===== src/rtl/step_controller_pkg.sv =====
// Shared definitions for the step controller: FSM state encoding and
// default parameter values.
package step_controller_pkg;

    typedef enum logic [1:0] {
        HALT       = 2'd0,
        RUN        = 2'd1,
        STEP_CYCLE = 2'd2,
        STEP_INSTR = 2'd3
    } state_t;

    // 10 ms of stability at 5 MHz
    localparam int unsigned DEBOUNCE_CYCLES_DEFAULT = 50000;
    localparam int unsigned ADDR_WIDTH_DEFAULT      = 16;

endpackage


===== src/rtl/step_controller_debouncer.sv =====
// Two-flop synchroniser followed by a stability counter. The stable value
// only follows the synchronised input after it has disagreed with it for
// DEBOUNCE_CYCLES consecutive cycles.
module debouncer
    import step_controller_pkg::*;
#(
    parameter int unsigned DEBOUNCE_CYCLES = DEBOUNCE_CYCLES_DEFAULT
) (
    input  logic clk,
    input  logic reset,
    input  logic raw,
    output logic stable
);

    localparam int unsigned CW = (DEBOUNCE_CYCLES > 1) ? $clog2(DEBOUNCE_CYCLES) : 1;
    localparam logic [CW-1:0] LAST = CW'(DEBOUNCE_CYCLES - 1);

    logic          sync1;
    logic          sync2;
    logic [CW-1:0] count;

    // Synchronise the raw pin, then count cycles of disagreement with the stable value
    always_ff @(posedge clk) begin
        if (reset) begin
            sync1  <= 1'b0;
            sync2  <= 1'b0;
            stable <= 1'b0;
            count  <= '0;
        end else begin
            sync1 <= raw;
            sync2 <= sync1;
            if (sync2 != stable) begin
                if (count == LAST) begin
                    stable <= sync2;
                    count  <= '0;
                end else begin
                    count <= count + 1'b1;
                end
            end else begin
                count <= '0;
            end
        end
    end

endmodule


===== src/rtl/step_controller.sv =====
// Turns the board step/run/breakpoint controls into a per-cycle CPU clock
// enable. Inputs are synchronised and debounced, then a run/halt/step FSM
// gates the enable and parks the CPU on breakpoints at instruction starts.
module step_controller
    import step_controller_pkg::*;
#(
    parameter int unsigned DEBOUNCE_CYCLES = DEBOUNCE_CYCLES_DEFAULT,
    parameter int unsigned ADDR_WIDTH      = ADDR_WIDTH_DEFAULT
) (
    input  logic                  i_oszClk,
    input  logic                  i_reset,
    input  logic                  i_btnStep,
    input  logic                  i_swInstrNCycle,
    input  logic                  i_swStepNRun,
    input  logic                  i_swEnableBreakpoint,
    input  logic [ADDR_WIDTH-1:0] i_breakpointAddress,
    input  logic [ADDR_WIDTH-1:0] i_pc,
    input  logic                  i_instrStart,
    output logic                  o_cpuClkEn,
    output logic                  o_halted,
    output logic                  o_breakpointHit
);

    logic   step_db;
    logic   instr_n_cycle_db;
    logic   step_n_run_db;
    logic   bp_enable_db;
    logic   step_db_q;
    logic   step_req;
    logic   bp_mask;
    logic   bp_match;
    logic   cpu_clk_en;
    state_t state;

    debouncer #(.DEBOUNCE_CYCLES(DEBOUNCE_CYCLES)) u_db_step (
        .clk    (i_oszClk),
        .reset  (i_reset),
        .raw    (i_btnStep),
        .stable (step_db)
    );

    debouncer #(.DEBOUNCE_CYCLES(DEBOUNCE_CYCLES)) u_db_instr_n_cycle (
        .clk    (i_oszClk),
        .reset  (i_reset),
        .raw    (i_swInstrNCycle),
        .stable (instr_n_cycle_db)
    );

    debouncer #(.DEBOUNCE_CYCLES(DEBOUNCE_CYCLES)) u_db_step_n_run (
        .clk    (i_oszClk),
        .reset  (i_reset),
        .raw    (i_swStepNRun),
        .stable (step_n_run_db)
    );

    debouncer #(.DEBOUNCE_CYCLES(DEBOUNCE_CYCLES)) u_db_bp_enable (
        .clk    (i_oszClk),
        .reset  (i_reset),
        .raw    (i_swEnableBreakpoint),
        .stable (bp_enable_db)
    );

    assign step_req   = step_db && !step_db_q;
    assign o_cpuClkEn = cpu_clk_en;

    // Breakpoint compare and clock enable, combinational so the datapath is
    // stopped in the very cycle the halt condition is seen
    always_comb begin
        cpu_clk_en = 1'b0;
        bp_match   = bp_enable_db && i_instrStart && !bp_mask &&
                     (i_pc == i_breakpointAddress);
        unique case (state)
            HALT:       cpu_clk_en = 1'b0;
            RUN:        cpu_clk_en = !step_n_run_db && !bp_match;
            STEP_CYCLE: cpu_clk_en = 1'b1;
            STEP_INSTR: cpu_clk_en = !(i_instrStart && !bp_mask);
            default:    cpu_clk_en = 1'b0;
        endcase
    end

    // Run/halt/step FSM with registered status outputs; bpMask lets the CPU
    // step off the boundary it is parked on before compares are honoured
    always_ff @(posedge i_oszClk) begin
        if (i_reset) begin
            state           <= HALT;
            o_halted        <= 1'b1;
            o_breakpointHit <= 1'b0;
            bp_mask         <= 1'b0;
            step_db_q       <= 1'b0;
        end else begin
            step_db_q <= step_db;
            if (cpu_clk_en) begin
                bp_mask <= 1'b0;
            end
            unique case (state)
                HALT: begin
                    if (!step_n_run_db) begin
                        if (!o_breakpointHit) begin
                            state    <= RUN;
                            o_halted <= 1'b0;
                            bp_mask  <= 1'b1;
                        end else if (step_req) begin
                            state           <= RUN;
                            o_halted        <= 1'b0;
                            o_breakpointHit <= 1'b0;
                            bp_mask         <= 1'b1;
                        end
                    end else if (step_req) begin
                        state    <= instr_n_cycle_db ? STEP_INSTR : STEP_CYCLE;
                        o_halted <= 1'b0;
                        bp_mask  <= 1'b1;
                    end
                end
                RUN: begin
                    if (step_n_run_db) begin
                        state    <= HALT;
                        o_halted <= 1'b1;
                    end else if (bp_match) begin
                        state           <= HALT;
                        o_halted        <= 1'b1;
                        o_breakpointHit <= 1'b1;
                    end
                end
                STEP_CYCLE: begin
                    state    <= HALT;
                    o_halted <= 1'b1;
                end
                STEP_INSTR: begin
                    if (bp_match) begin
                        state           <= HALT;
                        o_halted        <= 1'b1;
                        o_breakpointHit <= 1'b1;
                    end else if (i_instrStart && !bp_mask) begin
                        state    <= HALT;
                        o_halted <= 1'b1;
                    end
                end
                default: begin
                    state    <= HALT;
                    o_halted <= 1'b1;
                end
            endcase
        end
    end

endmodule


===== config.mk =====
export PLATFORM = sky130hd
export DESIGN_NAME = step_controller
export DESIGN_NICKNAME = d
export VERILOG_FILES = /design/src/rtl/step_controller_pkg.sv /design/src/rtl/step_controller_debouncer.sv /design/src/rtl/step_controller.sv
export SDC_FILE = /design/constraint.sdc
export NUM_CORES = 1
export LEC_CHECK = 0
export CAP_MARGIN = 20
export CORE_MARGIN = 2
export CORE_UTILIZATION = 40
export DETAILED_ROUTE_END_ITERATION = 8
export GPL_TIMING_DRIVEN = 1
export PLACE_DENSITY = 0.58
export RECOVER_POWER = 25
export REMOVE_ABC_BUFFERS = 1
export SYNTH_ARGS = -nofsm -noshare
export SYNTH_HDL_FRONTEND = slang
export SYNTH_HIERARCHICAL = 1
export SYNTH_SLANG_ARGS = --single-unit
export TNS_END_PERCENT = 5

===== constraint.sdc =====
create_clock -name i_oszClk -period 2.51 [get_ports i_oszClk]
set_input_delay 0.3765 -clock i_oszClk [delete_from_list [all_inputs] [get_ports i_oszClk]]
set_output_delay 0.3765 -clock i_oszClk [all_outputs]
set_load 0.005 [all_outputs]

# Yosys cells after proc, flatten, opt, wreduce, memory -nomap -nowiden
# Index checks and enable logic that the tools add are counted.
# W data, S select, Z words.
[word_totals] ramBits=0 mem_count=0 regBits=82 wordCells=101 rom_bits=0 latch_bits=0 out_inout_bits=3
[classes] n_div=0 n_bitwise=4 n_mux=30 reduce_logical=24 n_addsub=4 shift=0 order_cmp=0 n_eq_ne=18 mul=0
[op_table] op="$add A16 B1 Y16 const B" n=4
[op_table] op="$eq A16 B16 Y1 const B" n=4
[op_table] op="$mux W1" n=18
[op_table] op="$eq A16 B16 Y1" n=1
[op_table] op="$mux W2" n=8
[op_table] op="$reduce_or A3 Y1" n=4
[op_table] op="$reduce_and A2 Y1" n=5
[op_table] op="$ne A3 B3 Y1 const B" n=3
[op_table] op="$pmux W1 S4" n=2
[op_table] op="$pmux W2 S4" n=1
[op_table] op="$logic_and A1 B1 Y1" n=6
[op_table] op="$logic_not A1 Y1" n=5
[op_table] op="$eq A2 B2 Y1 const B" n=2
[op_table] op="$ne A1 B1 Y1" n=4
[op_table] op="$ne A2 B2 Y1 const B" n=2
[op_table] op="$not A1 Y1" n=4
[op_table] op="$reduce_and A4 Y1" n=1
[op_table] op="$ne A3 B2 Y1 const B" n=1
[op_table] op="$pmux W1 S3" n=1
[op_table] op="$reduce_and A3 Y1" n=1
[op_table] op="$reduce_bool A3 Y1" n=1
[op_table] op="$eq A2 B1 Y1 const B" n=1
[op_table] op="$logic_not A2 Y1" n=1

# Depth between registers and ports, before layout
[depth] depth_word=11 ltp_mapped=6 ltp_nobuf=5

# Modules after synthesis
# The synthesis kept the hierarchy.
[modules_own_cells] mod="debouncer at u_db_bp_enable ..." cells_per_inst=87 area_per_inst_um2=847.1 n_inst=3
[modules_own_cells] mod="debouncer at u_db_step_n_run" cells_per_inst=90 area_per_inst_um2=828.3 n_inst=1
[modules_own_cells] mod="step_controller" cells_per_inst=64 area_per_inst_um2=501.7 n_inst=1

# Worst setup path before layout
# OpenSTA, ideal clock, no wires.
[synth_timing] path_kind="register to register" startpoint="reg u_db_step_n_run.count[0]" endpoint="reg u_db_step_n_run.count[13]" t_required_ns=2.395 path_stages_with_launch=7 t_arrival_ns=1.626 synth_period_minus_slack_ns=1.740 path_slack_ns=0.770 setup_ns=0.115 path_cell_list="dfxtp_1 > ha_1 > nand3_4 > or4_4 > o21ai_4 > buf_4 > nor2_1"
[synth_between] elab_chain_len=2 word_cells_on_any_way=3 classes_between="1 x add/sub; 1 x eq/ne; 1 x reduce/logical"
[synth_lines] element="start, declared" line="step_controller_debouncer.sv:20" text="logic [CW-1:0] count;"
[synth_lines] element="start signal, assigned" line="step_controller_debouncer.sv:37" text="count <= count + 1'b1;"
[synth_lines] element="branches (longest 2 deep; another with $add A16 B1 Y16)"
# Parallel ways; which one is timed is not known.
# A chain may end at the register's enable or synchronous reset.

# Final worst setup path
[layout_timing] startpoint="in i_breakpointAddress[1]" endpoint="out o_cpuClkEn"
[layout_between] elab_chain_len=5
[layout_lines] element="start, declared" line="step_controller.sv:16" text="input logic [ADDR_WIDTH-1:0] i_breakpointAddress,"
[layout_lines] element="$eq A16 B16 Y1" line="step_controller.sv:71" text="(i_pc == i_breakpointAddress);"
[layout_lines] element="$logic_and A1 B1 Y1" line="step_controller.sv:70" text="bp_match = bp_enable_db && i_instrStart && !bp_mask &&"
[layout_lines] element="$logic_not A1 Y1" line="step_controller.sv:74" text="RUN: cpu_clk_en = !step_n_run_db && !bp_match;"
[layout_lines] element="$logic_and A1 B1 Y1" line="step_controller.sv:74"
[layout_lines] element="$pmux W1 S4" line="step_controller.sv:72" text="unique case (state)"
[layout_lines] element="end, declared" line="step_controller.sv:19" text="output logic o_cpuClkEn,"
# No other way between the ends.

==> results.sh <==
export IMPL_status="complete, no violations"
export IMPL_crit_arrival_ps=1960
export IMPL_ios=42
export IMPL_whs_ps=440
export IMPL_synth_cells=415
export IMPL_grt_max_degree=17
export IMPL_fin_worst_skew_ps=7.23
export IMPL_wire_per_inst_microns=11.2
export IMPL_total_power_mw=2.38
export IMPL_hpwl_mm=4.80
export IMPL_die_x_microns=102
export IMPL_clock_latency_ps=340
export IMPL_initial_utilization_pct=41.5
export IMPL_slowest_delay_ps=410
export IMPL_first_global_vias=2781
export IMPL_critPathSlowestCell="clkdlybuf4s50_1"
export IMPL_grt_pass1_wl_mm=11.9
export IMPL_synthTopCellsByArea="dfxtp_1 (42%), xnor2_1 (12%), nor2_1 (7.5%), xor2_1 (5.0%), nand3_1 (2.7%)"
export IMPL_hold_path_class="reg2reg"
export IMPL_min_period_over_period_pct=93.1
export IMPL_synth_cell_area_sq_um=3870
export IMPL_clk_root_buffer_cell="clkbuf_8"
export IMPL_hold_viol=0
export IMPL_ys_types=44
export IMPL_yosysMostFrequentCell="dfxtp_1"
export IMPL_fin_crit_ps=2340
export IMPL_vias=2891
export IMPL_drc=0
export IMPL_ys_seq_area_share_pct=42.4
export IMPL_drt_initial_drc_count=83
export IMPL_async_flop_share_pct=0
export IMPL_htreeDepth=3
export IMPL_drive_above_1_share_pct=11.1
export IMPL_cts_tree="done"
export IMPL_synth_enable_flop_cells=0
export IMPL_cts_buffers=9
export IMPL_clk_pin_slew_ps=70
export IMPL_vdd_drop_max_uv=292
export IMPL_synth_largest_area_cell="dfxtp_1"
export IMPL_end_kind="primary output"
export IMPL_synthFlopType="dfxtp_1"
export IMPL_portBuffers=41
export IMPL_cp_buffers_inverters=2
export IMPL_synth_top_area_share_pct=42.4
export IMPL_diodes=0
export IMPL_firstDrtPassIters=5
export IMPL_cts_hold_buf=0
export IMPL_yosys_top_cells_count="dfxtp_1 (82), nor2_1 (77), xnor2_1 (53), xor2_1 (22), nand3_1 (21)"
export IMPL_max_freq_mhz=428
export IMPL_finalWeightedCongestion=0.795
export IMPL_finalSetupViolCount=0
export IMPL_crit_fanout=2
export IMPL_grt_usage_pct=14.3
export IMPL_crit_type="in2out"
export IMPL_antenna_found_initial=0
export IMPL_ys_warn_count=6
export IMPL_drt_vias_per_instance=4.83
export IMPL_timing_slew_headroom_pct=64.8
export IMPL_rsz0062_at_grt="false"
export IMPL_nets=509
export IMPL_drv_slew=0
export IMPL_p_leak_nw=1.49
export IMPL_ant_nets=0
export IMPL_power_density_nw_per_um2=516
export IMPL_area_growth_syn_to_layout_pct=19.5
export IMPL_synth_area_per_cell_sq_um=9.33
export IMPL_nFillCells=920
export IMPL_worst_slew_pin_slew_ps=526
export IMPL_min_path_cells=1
export IMPL_rows=35
export IMPL_die_area_sq_um=10500
export IMPL_cp_start_kind="input pin"
export IMPL_worstPathCellList="clkdlybuf4s50_1 -> xor2_1 -> nor4_2 -> nand4_1 -> o21ai_1 -> nand2_1 -> dlygate4sd2_1"
export IMPL_clock_sinks=82
export IMPL_cp_data_required_time_ps=2130
export IMPL_coreArea_sq_um=9330
export IMPL_ys_ff_latch=82
export IMPL_clockBufferDepth=2
export IMPL_routed_wl_mm=6.70
export IMPL_die_h_microns=102
export IMPL_grt_overflow=0
export IMPL_ff2ff_path_depth=5
export IMPL_drv_cap=0
export IMPL_cp_top_family="buffers and inverters"
export IMPL_cp_depth=7
through the flow:
step / util, % / setup WS [ps] / TNS [ps] / cell area (sq um) / instances
after global placement: 47.4 / -139 / -139 / 4420 / 583
after CTS: 49.6 / 130 / 0 / 4630 / 598
after global routing: 49.6 / 49.1 / 0 / 4620 / 598
after detailed placement: 47.4 / -129 / -129 / 4420 / 583
after floorplan: - / 796 / 0 / 3820 / 409
final: 49.6 / 172 / 0 / 4620 / 598
layout make-up:
class                   count  area, sq um  share of cell area (%)
clock buffers              11          151                    3.27
clock inverters             3         40.0                   0.866
multi-input cells         315         2140                    46.3
well taps                 129          161                    3.49
flip-flops and latches     82         1640                    35.5
inverters                  12         45.0                   0.974
repair buffers             46          443                    9.58
cell usage in the layout (no fill, tap or decap), drive strengths merged, types with 2 or more instances in the layout:
cell type,n
and3,3
nor4b,3
nor2,83
dfxtp,82
nand2,21
or3,2
mux2i,3
buf,4
nand3b,2
o21ai,7
clkdlybuf4s50,37
clkbuf,12
ha,4
xor2,22
inv,12
dlygate4sd3,3
nand4b,3
nor3,20
nand2b,3
nor2b,11
nand3,22
or4,2
nor4,17
xnor2,53
a21oi,5
nand4,15
nor4bb,6
clkinv,2
cells by family after synthesis:
group,Yosys count,synth area share [%]
flops,82,42.4
simple gates,215,33.1
compound gates,18,3.04
xor+xnor,75,17.0
buf+inv,18,2.42
fa+ha+maj,4,1.29
mux,3,0.776
final timing paths:
path / start / endpoint / slack, ps
worst max-delay path: i_breakpointAddress[1] / o_cpuClkEn / 170
worst max register to register: u_db_step_n_run/count[0] / u_db_step_n_run/count[5] / 600
worst min register to register: u_db_step/sync1 / u_db_step/sync2 / 440
worst min-delay path: u_db_step/sync1 / u_db_step/sync2 / 440
per-layer routing:
metal	routed length [microns]	GRT usage, %
met1	3120	16.9
met2	3180	24.0
met3	320	5.06
met4	78	4.92
met5	0	0
where the power goes:
| part | total, mW | switching [mW] | internal [mW] | leakage (nW) |
|---|---|---|---|---|
| Sequential | 1.32 | 0.00835 | 1.31 | 0.663 |
| Clock | 0.933 | 0.433 | 0.500 | 0.101 |
| Combinational | 0.132 | 0.0490 | 0.0830 | 0.723 |
| Total | 2.38 | 0.490 | 1.89 | 1.49 |
sequential cells by signal, summed over array words and instances, names as in the netlist, 2 cells and up:
name and flops:
state 2, u_db_step_n_run/count 16, u_db_step/count 16, u_db_bp_enable/count 16, u_db_instr_n_cycle/count 16
what timing repair did:
| action | in CTS | in global routing |
|---|---|---|
| setup buffers | 1 | 0 |
| setup endpoints to repair | 1 | 0 |
| gates resized for setup | 3 | 0 |
(Power assumes the default switching activity.)
